**src/rtl/instr_seq_fsm_v2.sv**
```systemverilog
// Instruction sequencer: fetches one opcode per pass and drives AXI read/write launches,
// the delay counter, compare retries, interrupt waits and HALT, with a watchdog on every wait.
module instr_seq_fsm_v2 #(
    parameter int CNT_W      = 7,
    parameter int FETCH_LAT  = 1,
    parameter int TMO_W      = 16,
    parameter int TMO_CYCLES = 1000
) (
    input  logic             clk,
    input  logic             rst_n,
    input  logic             enable,
    input  logic [2:0]       opcode,
    input  logic [CNT_W-1:0] count,
    input  logic             done_rd,
    input  logic             done_wr,
    input  logic             done_delay,
    input  logic             pass_cmp,
    input  logic             intr_edge,
    input  logic             resume,
    input  logic             err_clr,
    output logic             start_rd,
    output logic             start_wr,
    output logic             en_mem_rd,
    output logic             en_pc,
    output logic             en_delay_count,
    output logic [CNT_W-1:0] exec_count,
    output logic             done_instr,
    output logic             busy,
    output logic             halted,
    output logic             err_timeout,
    output logic             err_retry,
    output logic [3:0]       state_dbg
);

    typedef enum logic [3:0] {
        S_IDLE        = 4'd0,
        S_FETCH       = 4'd1,
        S_WAIT_FETCH  = 4'd2,
        S_START       = 4'd3,
        S_EXEC        = 4'd4,
        S_COUNT_CHECK = 4'd5,
        S_FLAG_CHECK  = 4'd6,
        S_DONE        = 4'd7,
        S_HALT        = 4'd8,
        S_ERROR       = 4'd9
    } state_t;

    localparam logic [2:0] OP_NOP   = 3'b000;
    localparam logic [2:0] OP_READ  = 3'b001;
    localparam logic [2:0] OP_WRITE = 3'b010;
    localparam logic [2:0] OP_WRCMD = 3'b011;
    localparam logic [2:0] OP_DELAY = 3'b100;
    localparam logic [2:0] OP_CMP   = 3'b101;
    localparam logic [2:0] OP_WAIT  = 3'b110;
    localparam logic [2:0] OP_HALT  = 3'b111;

    localparam int               FW      = (FETCH_LAT > 1) ? $clog2(FETCH_LAT + 1) : 1;
    localparam logic [FW-1:0]    FETCH_LD = FW'(FETCH_LAT);
    localparam logic [TMO_W-1:0] TMO_LIM  = TMO_W'(TMO_CYCLES);
    localparam bit               TMO_EN   = (TMO_CYCLES != 0);

    state_t           state_q;
    logic [2:0]       op_q;
    logic [CNT_W-1:0] exec_cnt_q;
    logic [TMO_W-1:0] timer_q;
    logic [FW-1:0]    fetch_cnt_q;
    logic             err_tmo_q;
    logic             err_retry_q;

    logic             done_x;
    logic [TMO_W-1:0] timer_d;
    logic             tmo_hit;
    logic [CNT_W-1:0] exec_cnt_d;
    logic             op_counts;
    logic             opcode_counts;

    // timer_d is the value the watchdog holds after this cycle; a timeout fires
    // on the cycle that would bring it to the limit, unless a completion arrives.
    always_comb begin
        done_x        = done_rd | done_wr | done_delay;
        timer_d       = (timer_q == '1) ? timer_q : timer_q + 1'b1;
        tmo_hit       = TMO_EN && (timer_d == TMO_LIM);
        exec_cnt_d    = (exec_cnt_q == '0) ? exec_cnt_q : exec_cnt_q - 1'b1;
        op_counts     = (op_q == OP_READ) || (op_q == OP_WRITE) || (op_q == OP_CMP);
        opcode_counts = (opcode == OP_READ) || (opcode == OP_WRITE) || (opcode == OP_CMP);
    end

    always_ff @(posedge clk or negedge rst_n) begin
        if (!rst_n) begin
            state_q     <= S_IDLE;
            op_q        <= OP_NOP;
            exec_cnt_q  <= '0;
            timer_q     <= '0;
            fetch_cnt_q <= '0;
            err_tmo_q   <= 1'b0;
            err_retry_q <= 1'b0;
        end else begin
            case (state_q)
                S_IDLE: begin
                    if (enable) state_q <= S_FETCH;
                end
                S_FETCH: begin
                    fetch_cnt_q <= FETCH_LD;
                    state_q     <= S_WAIT_FETCH;
                end
                S_WAIT_FETCH: begin
                    if (fetch_cnt_q != '0) fetch_cnt_q <= fetch_cnt_q - 1'b1;
                    if (fetch_cnt_q <= FW'(1)) begin
                        op_q    <= opcode;
                        if (opcode_counts) exec_cnt_q <= count;
                        state_q <= S_START;
                    end
                end
                S_START: begin
                    timer_q <= '0;
                    case (op_q)
                        OP_WAIT: state_q <= S_FLAG_CHECK;
                        OP_HALT: state_q <= S_HALT;
                        OP_NOP:  state_q <= S_DONE;
                        default: state_q <= S_EXEC;
                    endcase
                end
                S_EXEC: begin
                    timer_q <= timer_d;
                    if (done_x) begin
                        if (op_counts) exec_cnt_q <= exec_cnt_d;
                        case (op_q)
                            OP_READ, OP_WRITE: state_q <= S_COUNT_CHECK;
                            OP_CMP:            state_q <= S_FLAG_CHECK;
                            default:           state_q <= S_DONE;
                        endcase
                    end else if (tmo_hit) begin
                        err_tmo_q <= 1'b1;
                        state_q   <= S_ERROR;
                    end
                end
                S_COUNT_CHECK: begin
                    state_q <= (exec_cnt_q != '0) ? S_START : S_DONE;
                end
                S_FLAG_CHECK: begin
                    if (op_q == OP_CMP) begin
                        if (pass_cmp) begin
                            state_q <= S_DONE;
                        end else if (exec_cnt_q != '0) begin
                            state_q <= S_START;
                        end else begin
                            err_retry_q <= 1'b1;
                            state_q     <= S_ERROR;
                        end
                    end else begin
                        timer_q <= timer_d;
                        if (intr_edge) begin
                            state_q <= S_DONE;
                        end else if (tmo_hit) begin
                            err_tmo_q <= 1'b1;
                            state_q   <= S_ERROR;
                        end
                    end
                end
                S_HALT: begin
                    if (resume) state_q <= S_DONE;
                end
                S_ERROR: begin
                    // Clearing retires the faulting instruction so the program moves on.
                    if (err_clr) begin
                        err_tmo_q   <= 1'b0;
                        err_retry_q <= 1'b0;
                        state_q     <= S_DONE;
                    end
                end
                S_DONE: begin
                    state_q <= S_IDLE;
                end
                default: begin
                    state_q <= S_IDLE;
                end
            endcase
        end
    end

    // Moore decode: every output depends only on registered state and op_q.
    always_comb begin
        start_rd       = 1'b0;
        start_wr       = 1'b0;
        en_mem_rd      = 1'b0;
        en_pc          = 1'b0;
        en_delay_count = 1'b0;
        done_instr     = 1'b0;
        halted         = 1'b0;
        case (state_q)
            S_FETCH: en_pc = 1'b1;
            S_START: begin
                start_rd       = (op_q == OP_READ) || (op_q == OP_CMP);
                start_wr       = (op_q == OP_WRITE) || (op_q == OP_WRCMD);
                en_delay_count = (op_q == OP_DELAY);
            end
            S_EXEC: begin
                en_mem_rd      = 1'b1;
                en_delay_count = (op_q == OP_DELAY);
            end
            S_DONE: done_instr = 1'b1;
            S_HALT: halted     = 1'b1;
            default: ;
        endcase
    end

    assign busy        = (state_q != S_IDLE);
    assign exec_count  = exec_cnt_q;
    assign err_timeout = err_tmo_q;
    assign err_retry   = err_retry_q;
    assign state_dbg   = state_q;

endmodule

```
**config.mk**
```make
export PLATFORM = sky130hd
export DESIGN_NAME = instr_seq_fsm_v2
export DESIGN_NICKNAME = d
export VERILOG_FILES = /design/src/rtl/instr_seq_fsm_v2.sv
export SDC_FILE = /design/constraint.sdc
export NUM_CORES = 1
export LEC_CHECK = 0
export CELL_PAD_IN_SITES_DETAIL_PLACEMENT = 2
export CELL_PAD_IN_SITES_GLOBAL_PLACEMENT = 2
export CORE_UTILIZATION = 31
export CTS_CLUSTER_DIAMETER = 40
export DETAILED_ROUTE_END_ITERATION = 10
export PLACE_DENSITY = 0.82
export SKIP_CTS_REPAIR_TIMING = 1
export SLEW_MARGIN = 20
export SYNTH_ARGS = -nofsm -noshare
export SYNTH_HDL_FRONTEND = slang
export SYNTH_SLANG_ARGS = --single-unit
```
**constraint.sdc**
```tcl
create_clock -name clk -period 2.8 [get_ports clk]
set_input_delay 0.28 -clock clk [delete_from_list [all_inputs] [get_ports clk]]
set_output_delay 0.28 -clock clk [all_outputs]
set_load 0.1 [all_outputs]
```
* Word-level counts from Yosys, hierarchy flattened
Cells that the tools add are included.
** Storage, ports and cells
- Flip-flop bits (word level) :: 33
- Output and inout port bits :: 21
** Operators by class
- $add $sub $neg :: 3
- Magnitude comparators :: 1
- Equal/unequal tests :: 35
- Multiplexer cells :: 42
- Bitwise operators :: 2
- Reduce and logical (&&, ||, !) cells :: 24
** Operator list (number)
- 16-bit one-hot mux with 3 select lines :: 1
- 4-bit two-way mux :: 10
- 4-bit one-hot mux with 9 select lines :: 1
- 7-bit two-way mux :: 5
- 16-bit two-way mux :: 2
- 2-bit inequality test, second input constant :: 14
- 16-bit by 1-bit adder with 16-bit output, second input constant :: 1
- 16-bit by 10-bit == test with 1-bit output, second input constant :: 1
- 16-bit == test, second input constant :: 1
- 4-bit by 3-bit == test with 1-bit output, second input constant :: 4
- 1-bit two-way mux :: 16
- 3-bit == test, second input constant :: 5
- 7-bit one-hot mux with 2 select lines :: 1
- 4-bit one-hot mux with 3 select lines :: 1
- 5-bit AND reduction :: 2
- 3-bit by 2-bit == test with 1-bit output, second input constant :: 3
- 4-bit by 2-bit == test with 1-bit output, second input constant :: 2
- 4-bit == test, second input constant :: 2
- 7-bit logical NOT :: 1
- 7-bit nonzero test :: 1
- 7-bit by 1-bit subtractor with 7-bit output, second input constant :: 1
- 3-bit by 1-bit == test with 1-bit output, second input constant :: 2
- 1-bit logical OR :: 6
- 6-bit AND reduction :: 1
- other kinds (16) :: 23

* Longest topological paths before layout
- Depth in word-level cells :: 7
- Mapped depth :: 8

* Worst setup path after synthesis
No wires, ideal clock.
- Path type :: register to output
- Start :: register state_q[0] (netlist: state_dbg[0])
- End :: output en_delay_count
- Arrival time :: 6.238 ns
- Data required time :: 2.520 ns
- Slack :: -3.718 ns
- Cell stages (with the launch flop) :: 4
- Buffers on the path :: 1
- Path through :: dfrtp_1 > clkbuf_8 > nand3_1 > a2111oi_0
** On the way
- Longest elaborated chain between the ends :: 3
** RTL lines
- start: declaration :: RTL line 62 : state_t state_q;
- start signal: assignment :: RTL line 138 : state_q <= (exec_cnt_q != '0) ? S_START : S_DONE;
- 4-bit by 3-bit == test with 1-bit output / 4-bit by 2-bit == test with 1-bit output (equally long branches) :: RTL line 190 : case (state_q)
- 2-bit OR reduction (no source line) (*)
- 1-bit two-way mux (*)
- end: declaration :: RTL line 25 : output logic en_delay_count,
Every way passes the cells marked *; elsewhere a longest branch is shown, timed or not.

* Worst setup path after layout
- Start :: register timer_q[1]
- End :: register state_q[2] (netlist: state_dbg[2])
** On the way
- Longest elaborated chain between the ends :: 7
** RTL lines
- start: declaration :: RTL line 65 : logic [TMO_W-1:0] timer_q;
- start signal: assignment :: RTL line 124 : timer_q <= timer_d;
- start signal: assignment :: RTL line 151 : timer_q <= timer_d;
- 16-bit by 1-bit adder with 16-bit output / 16-bit == test (equally long branches) :: RTL line 81 : timer_d = (timer_q == '1) ? timer_q : timer_q + 1'b1;
- 16-bit two-way mux (*) :: RTL line 81
- 16-bit by 10-bit == test with 1-bit output (*) :: RTL line 82 : tmo_hit = TMO_EN && (timer_d == TMO_LIM);
- 4-bit two-way mux (*)
- 4-bit two-way mux (2 in a row)
- 4-bit one-hot mux with 9 select lines (*)
Marks and branches as above.
A chain may end at the register's enable or synchronous reset.

==> results.sh <==
export IMPL_status="finished clean"
export IMPL_core_sq_um=7687
export IMPL_layout_drive_gt1_share_pct=17.86
export IMPL_syn_area_sq_um=2454
export IMPL_power_density_nw_per_um2=1075
export IMPL_clk_path_buf_depth=2
export IMPL_synth_edf_count=0
export IMPL_maxCapViolCount=0
export IMPL_io_pins=41
export IMPL_grt_overflow=0
export IMPL_wirelength_mm=8.880
export IMPL_start_util_pct=31.92
export IMPL_ys_ff_latch=32
export IMPL_clkLatencyLatePin_ps=300
export IMPL_post_dp_hpwl_mm=6.533
export IMPL_fin_crit_ps=2582
export IMPL_end_kind="flop"
export IMPL_ir_worst_vdd_mv=0.5443
export IMPL_cp_arrival_ps=2770
export IMPL_tightest_slew_ps=656.4
export IMPL_yosysMostFrequentCell="nand2_1"
export IMPL_critPathKind="flop to flop"
export IMPL_drtIter0Drc=108
export IMPL_htree_levels=2
export IMPL_die_h_um=90.97
export IMPL_rows=32
export IMPL_synthCells=311
export IMPL_antenna_left=0
export IMPL_grt_pass1_wl_mm=14.42
export IMPL_final_hold_viol_count=0
export IMPL_grt_antenna_before_repair=0
export IMPL_synth_top_area_share_pct=32.64
export IMPL_port_buffer_count=40
export IMPL_tritoncts_num_sinks=32
export IMPL_syn_to_final_growth_pct=28.61
export IMPL_syn_nets=334
export IMPL_place_congestion=0.8436
export IMPL_timing_final_crit_share_pct=92.23
export IMPL_cts_buffers=5
export IMPL_synthTopCellsByArea="dfrtp_1 (33%), o21ai_0 (5.7%), nand2_1 (5.2%)"
export IMPL_diodes=0
export IMPL_worstPathMaxFanout=7
export IMPL_stdcell_count=466
export IMPL_skew_ps=7.676
export IMPL_cp_start_kind="flop"
export IMPL_nNetsFinal=386
export IMPL_synth_largest_area_cell="dfrtp_1"
export IMPL_vias_per_cell=5.603
export IMPL_worstPathRequired_ps=2990
export IMPL_async_flop_share_pct=100.0
export IMPL_drcViolationCount=0
export IMPL_synth_area_per_cell_sq_um=7.889
export IMPL_first_global_vias=2754
export IMPL_max_slew_margin_pct=55.11
export IMPL_die_area_sq_um=8275
export IMPL_yosys_warnings=0
export IMPL_vias=2611
export IMPL_max_freq_mhz=387.2
export IMPL_setup_viol=0
export IMPL_hold_class="input port to asynchronous set/reset pin"
export IMPL_drv_slew=0
export IMPL_cts_tree="built"
export IMPL_cts_root_buf="clkbuf_8"
export IMPL_grt_max_degree=33
export IMPL_leakage_nw=1.259
export IMPL_rsz0062_at_grt="no"
export IMPL_dp_cells=458
export IMPL_synth_cell_type_count=63
export IMPL_setup_tns_ps=0
export IMPL_grt_use_total_pct=22.07
export IMPL_ys_seq_area_share_pct=32.64
export IMPL_clk_pin_slew_ps=80
export IMPL_die_w_um=90.97
export IMPL_firstDrtPassIters=4
export IMPL_synthTopCellsByCount="nand2_1 (34), dfrtp_1 (32), nor2_1 (32)"
export IMPL_routedWlPerCell_um=19.06
export IMPL_synth_flop_cell="dfrtp_1"
==> critical path, cell delays in order (launching register included) <==
cell and delay [ps]:
dfrtp_1 450, ha_1 340, nand3_1 260, nor4_4 270, o21ai_0 190, a21o_1 180
or4_4 520, a32o_1 260
==> per-layer routing <==
metal	wire, um	track usage (%)
met5	0	0
met4	82	4.762
met3	144	2.764
met2	4455	39.52
met1	4197	28.30
==> worst paths after layout <==
path                                         start                        to  slack (ps)  depth (start not counted)
setup / recovery            timer_q[1]$_DFFE_PN0P_  state_dbg[2]$_DFFE_PN0P_         220                          7
hold / removal                               rst_n     err_retry$_DFFE_PN0P_         400                          2
setup reg to reg            timer_q[1]$_DFFE_PN0P_  state_dbg[2]$_DFFE_PN0P_         220                          7
hold reg to reg            err_timeout$_DFFE_PN0P_   err_timeout$_DFFE_PN0P_         500                          2
max in group asynchronous                    rst_n    timer_q[0]$_DFFE_PN0P_        2080                          2
min in group clk           err_timeout$_DFFE_PN0P_   err_timeout$_DFFE_PN0P_         500                          2
==> final cells by class <==
cell class                 instances  area [sq um]
clock buffer                       6         82.58
clock inverter                     2         15.01
fill                             902          4532
inverter                          11         41.29
multi-input combinational        255          1580
sequential                        32         800.8
tap                              102         127.6
timing repair buffer              58         508.0
==> layout by cell type (no fill, tap or decap), drive strengths merged, types with 4 or more instances in the layout <==
| cell type | count |
|---|---|
| nand2 | 34 |
| o21ai | 30 |
| clkdlybuf4s50 | 19 |
| a21o | 5 |
| nand3 | 19 |
| clkbuf | 6 |
| mux2i | 5 |
| nor4 | 8 |
| inv | 10 |
| nand2b | 9 |
| dfrtp | 32 |
| nor3 | 14 |
| buf | 39 |
| nand4 | 8 |
| a21oi | 22 |
| nor2 | 32 |
| nand3b | 5 |
| or4 | 4 |
| o211ai | 4 |
==> sequential cells by signal, summed over array words and instances, names as in the netlist <==
name / cells
err_retry: 1
err_timeout: 1
exec_count: 7
op_q: 3
state_dbg: 4
timer_q: 16
==> per-stage QoR <==
step	hold slack (ps)	instance area [sq um]	power, mW	setup WS, ps	utilization, %
finish	398.9	3156	3.391	217.6	41.05
global route	422.1	3156	3.579	80.63	41.05
CTS	417.2	3144	3.413	178.6	40.90
detailed placement	493.6	3047	2.993	218.5	39.63
global placement	487.8	3047	2.918	324.1	39.63
floorplan	-15.59	2490	2.335	-324.3	-
==> where the power goes <==
| group | internal, mW | switching [mW] |
|---|---|---|
| Combinational | 0.638 | 1.56 |
| Clock | 0.199 | 0.210 |
| Sequential | 0.589 | 0.196 |
| Total | 1.43 | 1.96 |
==> kinds of logic after synthesis <==
group | count (synthesis) | synth area share (%)
AOI/OAI and AO/OA | 93 | 24.17
xor gates and xnor gates | 3 | 1.071
adders and majority gates | 3 | 1.530
buffers and inverters | 24 | 4.844
DFF | 32 | 32.64
muxes | 6 | 2.499
and+or+nand+nor | 150 | 33.25
Power figures use the tool's default switching activity.
